**config.mk**
```make
export PLATFORM = sky130hd
export DESIGN_NAME = wb_dbus_if
export DESIGN_NICKNAME = d
export VERILOG_FILES = /design/src/rtl/wb_dbus_if.sv
export SDC_FILE = /design/constraint.sdc
export NUM_CORES = 1
export LEC_CHECK = 0
export ABC_CLOCK_PERIOD_IN_PS = 1750
export CAP_MARGIN = 20
export CELL_PAD_IN_SITES_DETAIL_PLACEMENT = 1
export CELL_PAD_IN_SITES_GLOBAL_PLACEMENT = 2
export CORE_UTILIZATION = 20
export CTS_CLUSTER_SIZE = 24
export DETAILED_ROUTE_END_ITERATION = 10
export PLACE_DENSITY_LB_ADDON = 0.15
export SLEW_MARGIN = 25
export SYNTH_ARGS = -nofsm -noshare
export SYNTH_HDL_FRONTEND = slang
export SYNTH_SLANG_ARGS = --single-unit
```
**constraint.sdc**
```tcl
create_clock -name clk -period 1.75 [get_ports clk]
set_input_delay 0.35 -clock clk [delete_from_list [all_inputs] [get_ports clk]]
set_output_delay 0.35 -clock clk [all_outputs]
set_load 0.005 [all_outputs]
```
**src/rtl/wb_dbus_if.sv**
```systemverilog
// -----------------------------------------------------------------------------
// wb_dbus_if
// Data-side bridge between a pipelined CPU memory stage and a classic
// single-outstanding Wishbone master. A request seen in IDLE is registered
// onto the bus on the next edge, and the pipeline is stalled until the
// slave acks, the cycle is flushed, or the timeout watchdog aborts it. If
// the pipeline is still stalled by someone else when the access finishes,
// the load data is parked in rd_buf and replayed until the stall clears.
//
// Ports
//   clk, rst            clock; synchronous active-low reset
//   cpu_ce_i/we/addr/data/sel   memory request from the mem stage
//   cpu_data_o          load data back to the mem stage (combinational)
//   stall_i, flush_i    pipeline stall vector / flush from ctrl
//   stallreq_o          stall request to ctrl (combinational)
//   wishbone_*_i        slave read data and ack
//   wishbone_*_o        registered master outputs (stb == cyc)
//   bus_err_o           one-cycle pulse in the cycle a timeout aborts
// -----------------------------------------------------------------------------
module wb_dbus_if #(
  parameter int TIMEOUT = 255  // BUSY cycles without ack before abort, 1..1023
) (
  input  logic        clk,
  input  logic        rst,
  input  logic        cpu_ce_i,
  input  logic        cpu_we_i,
  input  logic [31:0] cpu_addr_i,
  input  logic [31:0] cpu_data_i,
  input  logic [3:0]  cpu_sel_i,
  output logic [31:0] cpu_data_o,
  input  logic [5:0]  stall_i,
  input  logic        flush_i,
  output logic        stallreq_o,
  input  logic [31:0] wishbone_data_i,
  input  logic        wishbone_ack_i,
  output logic [31:0] wishbone_addr_o,
  output logic [31:0] wishbone_data_o,
  output logic        wishbone_we_o,
  output logic [3:0]  wishbone_sel_o,
  output logic        wishbone_stb_o,
  output logic        wishbone_cyc_o,
  output logic        bus_err_o
);

  localparam int CNT_W = $clog2(TIMEOUT + 1);

  localparam logic [1:0] S_IDLE           = 2'd0;
  localparam logic [1:0] S_BUSY           = 2'd1;
  localparam logic [1:0] S_WAIT_FOR_STALL = 2'd2;

  // cnt_q counts BUSY cycles already spent without ack, so the cycle in
  // which cnt_q == TIMEOUT-1 is the TIMEOUT-th one: that is where we abort.
  localparam logic [CNT_W-1:0] CNT_LAST = CNT_W'(TIMEOUT - 1);
  localparam logic [CNT_W-1:0] CNT_MAX  = CNT_W'(TIMEOUT);

  logic [1:0]       state_q,  state_d;
  logic [31:0]      addr_q,   addr_d;
  logic [31:0]      data_q,   data_d;
  logic             we_q,     we_d;
  logic [3:0]       sel_q,    sel_d;
  logic             cyc_q,    cyc_d;
  logic [31:0]      rd_buf_q, rd_buf_d;
  logic [CNT_W-1:0] cnt_q,    cnt_d;

  logic        stallreq_c;
  logic [31:0] cpu_data_c;
  logic        bus_err_c;
  logic        stall_any;

  assign stall_any = |stall_i;

  // NOTE: every signal assigned here gets a default first; a path that
  // forgets one would otherwise infer a latch.
  always_comb begin
    state_d    = state_q;
    addr_d     = addr_q;
    data_d     = data_q;
    we_d       = we_q;
    sel_d      = sel_q;
    cyc_d      = cyc_q;
    rd_buf_d   = rd_buf_q;
    cnt_d      = cnt_q;
    stallreq_c = 1'b0;
    cpu_data_c = 32'h0;
    bus_err_c  = 1'b0;

    case (state_q)
      S_IDLE: begin
        stallreq_c = cpu_ce_i & ~flush_i;
        if (cpu_ce_i && !flush_i) begin
          addr_d  = cpu_addr_i;
          data_d  = cpu_data_i;
          we_d    = cpu_we_i;
          sel_d   = cpu_sel_i;
          cyc_d   = 1'b1;
          cnt_d   = '0;
          state_d = S_BUSY;
        end
      end

      S_BUSY: begin
        // Any way out of BUSY releases the bus and zeroes the address/data
        // lines; only the load-with-ack path leaves real data in rd_buf.
        if (flush_i || wishbone_ack_i || cnt_q >= CNT_LAST) begin
          addr_d = 32'h0;
          data_d = 32'h0;
          we_d   = 1'b0;
          sel_d  = 4'h0;
          cyc_d  = 1'b0;
        end

        if (flush_i) begin
          // Flush wins over a simultaneous ack: the result is discarded.
          rd_buf_d = 32'h0;
          state_d  = S_IDLE;
        end else if (wishbone_ack_i) begin
          cpu_data_c = we_q ? 32'h0 : wishbone_data_i;
          rd_buf_d   = cpu_data_c;
          state_d    = stall_any ? S_WAIT_FOR_STALL : S_IDLE;
        end else if (cnt_q >= CNT_LAST) begin
          bus_err_c = 1'b1;
          rd_buf_d  = 32'h0;
          state_d   = stall_any ? S_WAIT_FOR_STALL : S_IDLE;
        end else begin
          stallreq_c = 1'b1;
          if (cnt_q != CNT_MAX) begin
            cnt_d = cnt_q + 1'b1;
          end
        end
      end

      S_WAIT_FOR_STALL: begin
        cpu_data_c = rd_buf_q;
        if (!stall_any) begin
          state_d = S_IDLE;
        end
      end

      default: state_d = S_IDLE;
    endcase
  end

  // NOTE: state is updated with non-blocking assignments only, and the
  // synchronous reset clears every flop because all of it is control or
  // bus-visible state (there is no storage array here to leave unreset).
  always_ff @(posedge clk) begin
    if (!rst) begin
      state_q  <= S_IDLE;
      addr_q   <= 32'h0;
      data_q   <= 32'h0;
      we_q     <= 1'b0;
      sel_q    <= 4'h0;
      cyc_q    <= 1'b0;
      rd_buf_q <= 32'h0;
      cnt_q    <= '0;
    end else begin
      state_q  <= state_d;
      addr_q   <= addr_d;
      data_q   <= data_d;
      we_q     <= we_d;
      sel_q    <= sel_d;
      cyc_q    <= cyc_d;
      rd_buf_q <= rd_buf_d;
      cnt_q    <= cnt_d;
    end
  end

  // Combinational outputs are forced low while reset is asserted so a
  // reset landing mid-transfer never produces a stall or an error pulse.
  assign stallreq_o = rst & stallreq_c;
  assign cpu_data_o = rst ? cpu_data_c : 32'h0;
  assign bus_err_o  = rst & bus_err_c;

  assign wishbone_addr_o = addr_q;
  assign wishbone_data_o = data_q;
  assign wishbone_we_o   = we_q;
  assign wishbone_sel_o  = sel_q;
  assign wishbone_stb_o  = cyc_q;
  assign wishbone_cyc_o  = cyc_q;

endmodule

```
==> flow_metrics.py, run 1 <==
metrics = {
    "routing": {
        "route.detailed.drc": 0,
        "first_pass_iters": 4,
        "wl_um": 21900,
        "drtIter0Drc": 146,
        "viasPerCell": 4.54,
        "ant_nets": 0,
        "wl_per_cell_um": 17.4,
        "via_count": 5735,
    },
    "synthesis": {
        "synth-simple-area-share_pct": 15.9,
        "synth_fp_nets": 734,
        "ys_ff_latch": 112,
        "yosys.area.top_type": "dfxtp_1",
        "synth-compound-area-share_pct": 29.0,
        "synthXorXnorAreaFrac_pct": 0,
        "netlist.area_leader.share_pct": 47.4,
        "ys_warn_count": 0,
        "synthMuxAreaShare_pct": 0.662,
        "syn_area_um2": 4730,
        "async_flop_share_pct": 0,
        "synthFlopType": "dfxtp_1",
        "syn_inst": 617,
        "synth_area_per_cell_um2": 7.66,
        "yosysUniqueCellTypes": 46,
        "synth_edf_count": 0,
        "ys_seq_area_share_pct": 47.4,
        "ys_top_cells_by_area": "dfxtp_1, a21oi_1, nand2_1",
        "synth_top_family_by_area": "compound AO/OA/AOI/OAI gates",
        "synthAdderAreaFrac_pct": 1.32,
    },
    "clock_network": {
        "cts.path.max_buffers": 2,
        "cts_max_level": 3,
        "ctsHoldBuffers": 0,
        "clk_latency_ns": 0.37,
        "root_buffer": "clkbuf_16",
        "path_clk_slew_ns": 0.08,
        "cts_tree": "built",
        "numCtsBuffers": 9,
        "cts.sinks": 112,
    },
    "global_routing": {
        "grt_max_degree": 81,
        "antenna_found_initial": 0,
        "grt_overflow": 0,
        "grt_pass1_vias": 6176,
        "grtUsageTotal_pct": 17.4,
        "grt_pass1_wl_um": 33000,
    },
    "power": {
        "p_leak_nw": 3.76,
        "p_total_w": 0.00636,
        "peakVddDrop_v": 0.000405,
        "power_density_nw_per_um2": 640,
    },
    "placement": {
        "gp_congestion": 0.795,
        "post-place-ws_ns": -0.847,
        "dp_hpwl_um": 13900,
        "port_buffers": 216,
    },
    "layout": {
        "fill_cells": 2606,
        "n_antenna_cell": 0,
        "area_delta_synth_final_pct": 111,
        "register_area_um2": 2260,
        "multi_input_area_um2": 3190,
        "final_layout_size_suffix_gt1_share_pct": 41.2,
        "final_net_count": 1064,
    },
    "die": {
        "fp.coreArea_um2": 22900,
        "start_util_pct": 20.6,
        "die_h_um": 156,
        "die_w_um": 156,
        "io_pins": 217,
        "die-area_um2": 24300,
        "rows": 55,
    },
    "sta": {
        "period_needed_ns": 2.35,
        "fmax_mhz": 426,
        "fin_setup_tns_ns": -35.23,
        "max-slew-margin-rel_pct": 65.9,
        "tightest_slew_ns": 0.510,
        "fin_crit_sh_pct": 134,
        "rsz0062_at_grt": "true",
        "setup_slack_ns": -0.600,
        "hold_violations": 0,
        "setup_viol": 117,
        "hold_ws_ns": 0.464,
        "report.final.slew_viol_count": 0,
        "fin_worst_skew_ns": 0.0125,
    },
    "critical_path": {
        "critPathKind": "flip-flop to output pin",
        "end_kind": "output pin",
        "cp_max_fo": 6,
        "crit_path_start_kind": "flip-flop",
        "required_ns": 1.40,
        "cp.arrival_ns": 2.00,
    },
    "run_status": {
        "status": "complete, but fails checks",
        "violations": "negative setup slack",
    },
    "worst_hold_path": {
        "hp-class": "flip-flop to flip-flop",
    },
    "flow_run": {
        "drv_cap": 0,
    },
}
-- cell usage in the layout, fill, tap and decap left out, types with 10 or more instances in the layout --
| master | count |
|---|---|
| a21oi_1 | 80 |
| o21ai_1 | 26 |
| o21ai_4 | 10 |
| o21ai_2 | 39 |
| buf_6 | 27 |
| clkdlybuf4s50_1 | 179 |
| nand2_4 | 31 |
| o21ai_0 | 28 |
| nand2_1 | 110 |
| buf_2 | 34 |
| dfxtp_1 | 103 |
| clkbuf_16 | 12 |
| buf_12 | 20 |
| a21oi_2 | 55 |
| buf_4 | 91 |
-- cells by family after synthesis --
kind of cell               Yosys count
AOI/OAI and AO/OA                  260
and+or+nand+nor                    175
DFF                                112
buffers and inverters               62
adders and majority gates            5
muxes                                3
-- worst max-delay path, stage by stage, from the launching register on --
cell	delay, ns
dfxtp_2	0.33
inv_2	0.08
ha_4	0.17
inv_6	0.04
nor4b_4	0.24
buf_4	0.19
buf_12	0.14
buf_12	0.13
nand2_4	0.05
a21oi_2	0.14
buf_2	0.14
-- worst paths after layout --
check | from | to | slack (ns) | depth (start not counted)
max reg2reg | state_q[1] | wishbone_addr_o[31] | -0.31 | 12
max | state_q[1] | cpu_data_o[20] | -0.60 | 10
min | wishbone_addr_o[24] | wishbone_addr_o[24] | 0.46 | 2
min reg2reg | wishbone_addr_o[24] | wishbone_addr_o[24] | 0.46 | 2
-- cell usage after synthesis (2+ instances only) --
cell type,n
nand2_1,146
a21oi_1,137
dfxtp_1,112
o21ai_1,59
o21ai_0,44
clkbuf_1,33
buf_2,12
inv_1,7
nor2_1,6
ha_1,5
buf_4,4
o22ai_1,4
buf_1,3
nand2b_1,3
nor3_1,3
a211o_1,2
and2_1,2
inv_2,2
mux2i_1,2
nand3_1,2
o311a_1,2
o31a_1,2
or4_1,2
-- area by class of cell --
type | instances | area share, %
well taps | 313 | 3.94
flip-flops and latches | 112 | 22.7
multi-input cells | 444 | 32.0
clock buffers | 10 | 2.40
repair buffers | 371 | 37.9
inverters | 9 | 0.402
clock inverters | 5 | 0.654
-- per-stage QoR --
stage | instance area, µm² | utilization (%) | instances
global placement | 8000 | 34.9 | 1183
floorplan | 4890 | - | 617
finish | 9950 | 43.4 | 1264
global route | 9950 | 43.4 | 1264
CTS | 9230 | 40.3 | 1248
detailed placement | 8000 | 34.9 | 1183
-- power by group --
| part | internal, W | switching (W) |
|---|---|---|
| Combinational | 0.000822 | 0.000630 |
| Sequential | 0.00265 | 0.0000698 |
| Clock | 0.00116 | 0.00104 |
-- repair_timing --
item,4_1_cts,5_1_grt
resized for setup,250,178
setup buffers,40,23
gates cloned,12,3
pin swaps,45,76
setup endpoints to repair,115,126
-- state kept, by name, summed over array words and instances (netlist names) --
signal and count:
wishbone_addr_o 32, wishbone_cyc_o 1, wishbone_data_o 32, wishbone_we_o 1
cnt_q 8, rd_buf_q 32, wishbone_sel_o 4, state_q 2
-- metal layers --
metal	global-route usage [%]	vias to the layer above	part of all wire [%]
met1	19.7	2781	40
li1	-	2789	-
met5	0	-	0
met3	4.08	30	5.4
met4	6.30	0	2.2
met2	31.7	135	52
Note: power is estimated with default switching activity, not from simulation.
==> run 2, diff against run 1 <==
CAP_MARGIN = unset   (was 20)
REMOVE_ABC_BUFFERS = 1   (was unset)
==> run 2 against run 1 <==
The run still ends with negative setup slack left. Clock skew shrank 0.0027 ns. Hold slack gained 0.0015 ns. Flip-flop and latch count is the same. Fmax grew 0.58%. Largest power group unchanged. Highest routed layer unchanged.
==> flow_metrics.py, run 2 (synthesis gave the netlist of run 1 again) <==
metrics = {
    "layout": {
        "n_antenna_cell": 0,
        "final_net_count": 1061,
        "layout_commonest_cell": "clkdlybuf4s50_1",
        "utilization_pct": 45.2,
        "area_delta_synth_final_pct": 119,
        "final_layout_size_suffix_gt1_share_pct": 50.3,
        "mostFrequentLayoutCells": "clkdlybuf4s50_1, dfxtp_1, a21oi_2, buf_4",
    },
    "sta": {
        "hold_violations": 0,
        "fin_crit_sh_pct": 134,
        "max-slew-margin-rel_pct": 64.8,
        "setup_slack_ns": -0.586,
        "report.final.slew_viol_count": 0,
        "fin_worst_skew_ns": 0.00980,
        "setup_viol": 113,
        "tightest_slew_ns": 0.523,
        "fin_setup_tns_ns": -27.23,
        "fmax_mhz": 428,
        "rsz0062_at_grt": "true",
        "period_needed_ns": 2.34,
    },
    "global_routing": {
        "grt_overflow": 0,
        "grtUsageTotal_pct": 19.2,
        "grt_pass1_wl_um": 35800,
        "grt_max_degree": 74,
        "grt_pass1_vias": 6302,
        "antenna_found_initial": 0,
    },
    "placement": {
        "gp_congestion": 0.779,
        "dp_hpwl_um": 13300,
        "port_buffers": 216,
    },
    "critical_path": {
        "cpMostUsedCell": "inv_2",
        "cp.arrival_ns": 1.99,
        "end_kind": "output pin",
        "path_cells": "inv_2 > ha_4 > inv_2 > nor4b_4 > buf_6 > buf_12 > buf_8 > buf_16 > nand2_1 > a21oi_1 > buf_2",
        "path_delay_family": "buffers and inverters",
        "max_stage_delay_ns": 0.33,
        "critPathKind": "flip-flop to output pin",
        "timing.rr.start": "state_q[0]",
        "crit_path_start_kind": "flip-flop",
        "worst_path_max_delay_cell": "dfxtp_2",
        "cp_max_fo": 8,
        "path_buf_inv": 7,
        "cp-startpoint": "state_q[1]",
        "required_ns": 1.40,
    },
    "worst_hold_path": {
        "hold_start": "wishbone_addr_o[24]",
        "hp-class": "flip-flop to flip-flop",
    },
    "routing": {
        "wl_um": 24000,
        "drtIter0Drc": 158,
        "wl_per_cell_um": 19.1,
        "viasPerCell": 4.61,
        "ant_nets": 0,
        "route.detailed.drc": 0,
        "first_pass_iters": 4,
        "via_count": 5814,
    },
    "clock_network": {
        "clk_latency_ns": 0.36,
        "numCtsBuffers": 9,
        "ctsHoldBuffers": 0,
        "path_clk_slew_ns": 0.08,
        "cts.path.max_buffers": 2,
        "root_buffer": "clkbuf_16",
        "cts_max_level": 3,
        "cts.sinks": 112,
        "cts_tree": "built",
    },
    "power": {
        "power_density_nw_per_um2": 631,
        "peakVddDrop_v": 0.000431,
        "p_leak_nw": 3.91,
    },
    "die": {
        "die_h_um": 156,
        "rows": 55,
        "start_util_pct": 20.6,
        "die-area_um2": 24300,
        "fp.coreArea_um2": 22900,
        "die_w_um": 156,
        "io_pins": 217,
    },
    "run_status": {
        "violations": "negative setup slack",
        "status": "complete, but fails checks",
    },
    "flow_run": {
        "drv_cap": 0,
    },
}
## run 2: changes by cell type in the layout (fill, tap and decap cells not counted), sizes merged, moves of 2 or more
cell          previous run  this run
dlymetal6s2s             2         0
buf                    185       182
clkinv                   4         1
clkbuf                  13        15
## run 2: path summary, 6_finish.rpt
| path | endpoint | slack, ns | depth (start not counted) |
|---|---|---|---|
| min reg2reg | wishbone_addr_o[24] | 0.47 | 2 |
| min | wishbone_addr_o[24] | 0.47 | 2 |
| max | cpu_data_o[18] | -0.59 | 11 |
| max reg2reg | cnt_q[4] | -0.28 | 9 |
## run 2: cell type report
class	instances	area, µm²
clock buffer	10	229
clock inverter	4	55.1
fill	2563	12600
inverter	9	37.5
multi-input combinational	443	3450
sequential	112	2250
tap	313	392
timing repair buffer	369	3950
## run 2: through the flow
stage          hold slack [ns]  worst slack (ns)  power (W)  std cells  cell area, µm²
6_report                 0.465            -0.586    0.00653       1260           10400
5_1_grt                  0.485            -0.674    0.00683       1260           10400
4_1_cts                  0.472            -0.661    0.00654       1260            9960
3_5_place_dp             0.469            -0.907    0.00379       1185            7900
3_3_place_gp             0.457            -0.831    0.00377       1185            7900
2_1_floorplan            0.450             -1.36    0.00305        564            4490
## run 2: metal layers
metal | track usage (%) | share of wire, %
met1 | 22.0 | 41
met5 | 0 | 0
met4 | 4.90 | 0.77
met3 | 6.03 | 7.6
met2 | 34.5 | 51
## run 2: report_power, final
part | switching, W | internal [W]
Combinational | 0.000737 | 0.000936
Sequential | 0.0000651 | 0.00265
Clock | 0.00103 | 0.00111
Total | 0.00184 | 0.00469
## run 2: what timing repair did
item,CTS,global route
buffers inserted,45,18
gates resized for setup,435,133
pin swaps,104,63
setup endpoints to repair,112,138
gates cloned,18,5
## run 2: worst reg2reg max path, cell delays in order, from the launching register on
cell and delay [ns]:
dfxtp_2 0.34, inv_1 0.14, ha_4 0.18, and3b_2 0.21
buf_6 0.11, a21oi_4 0.04, buf_6 0.12, buf_6 0.12
or4b_4 0.53, mux2i_4 0.17
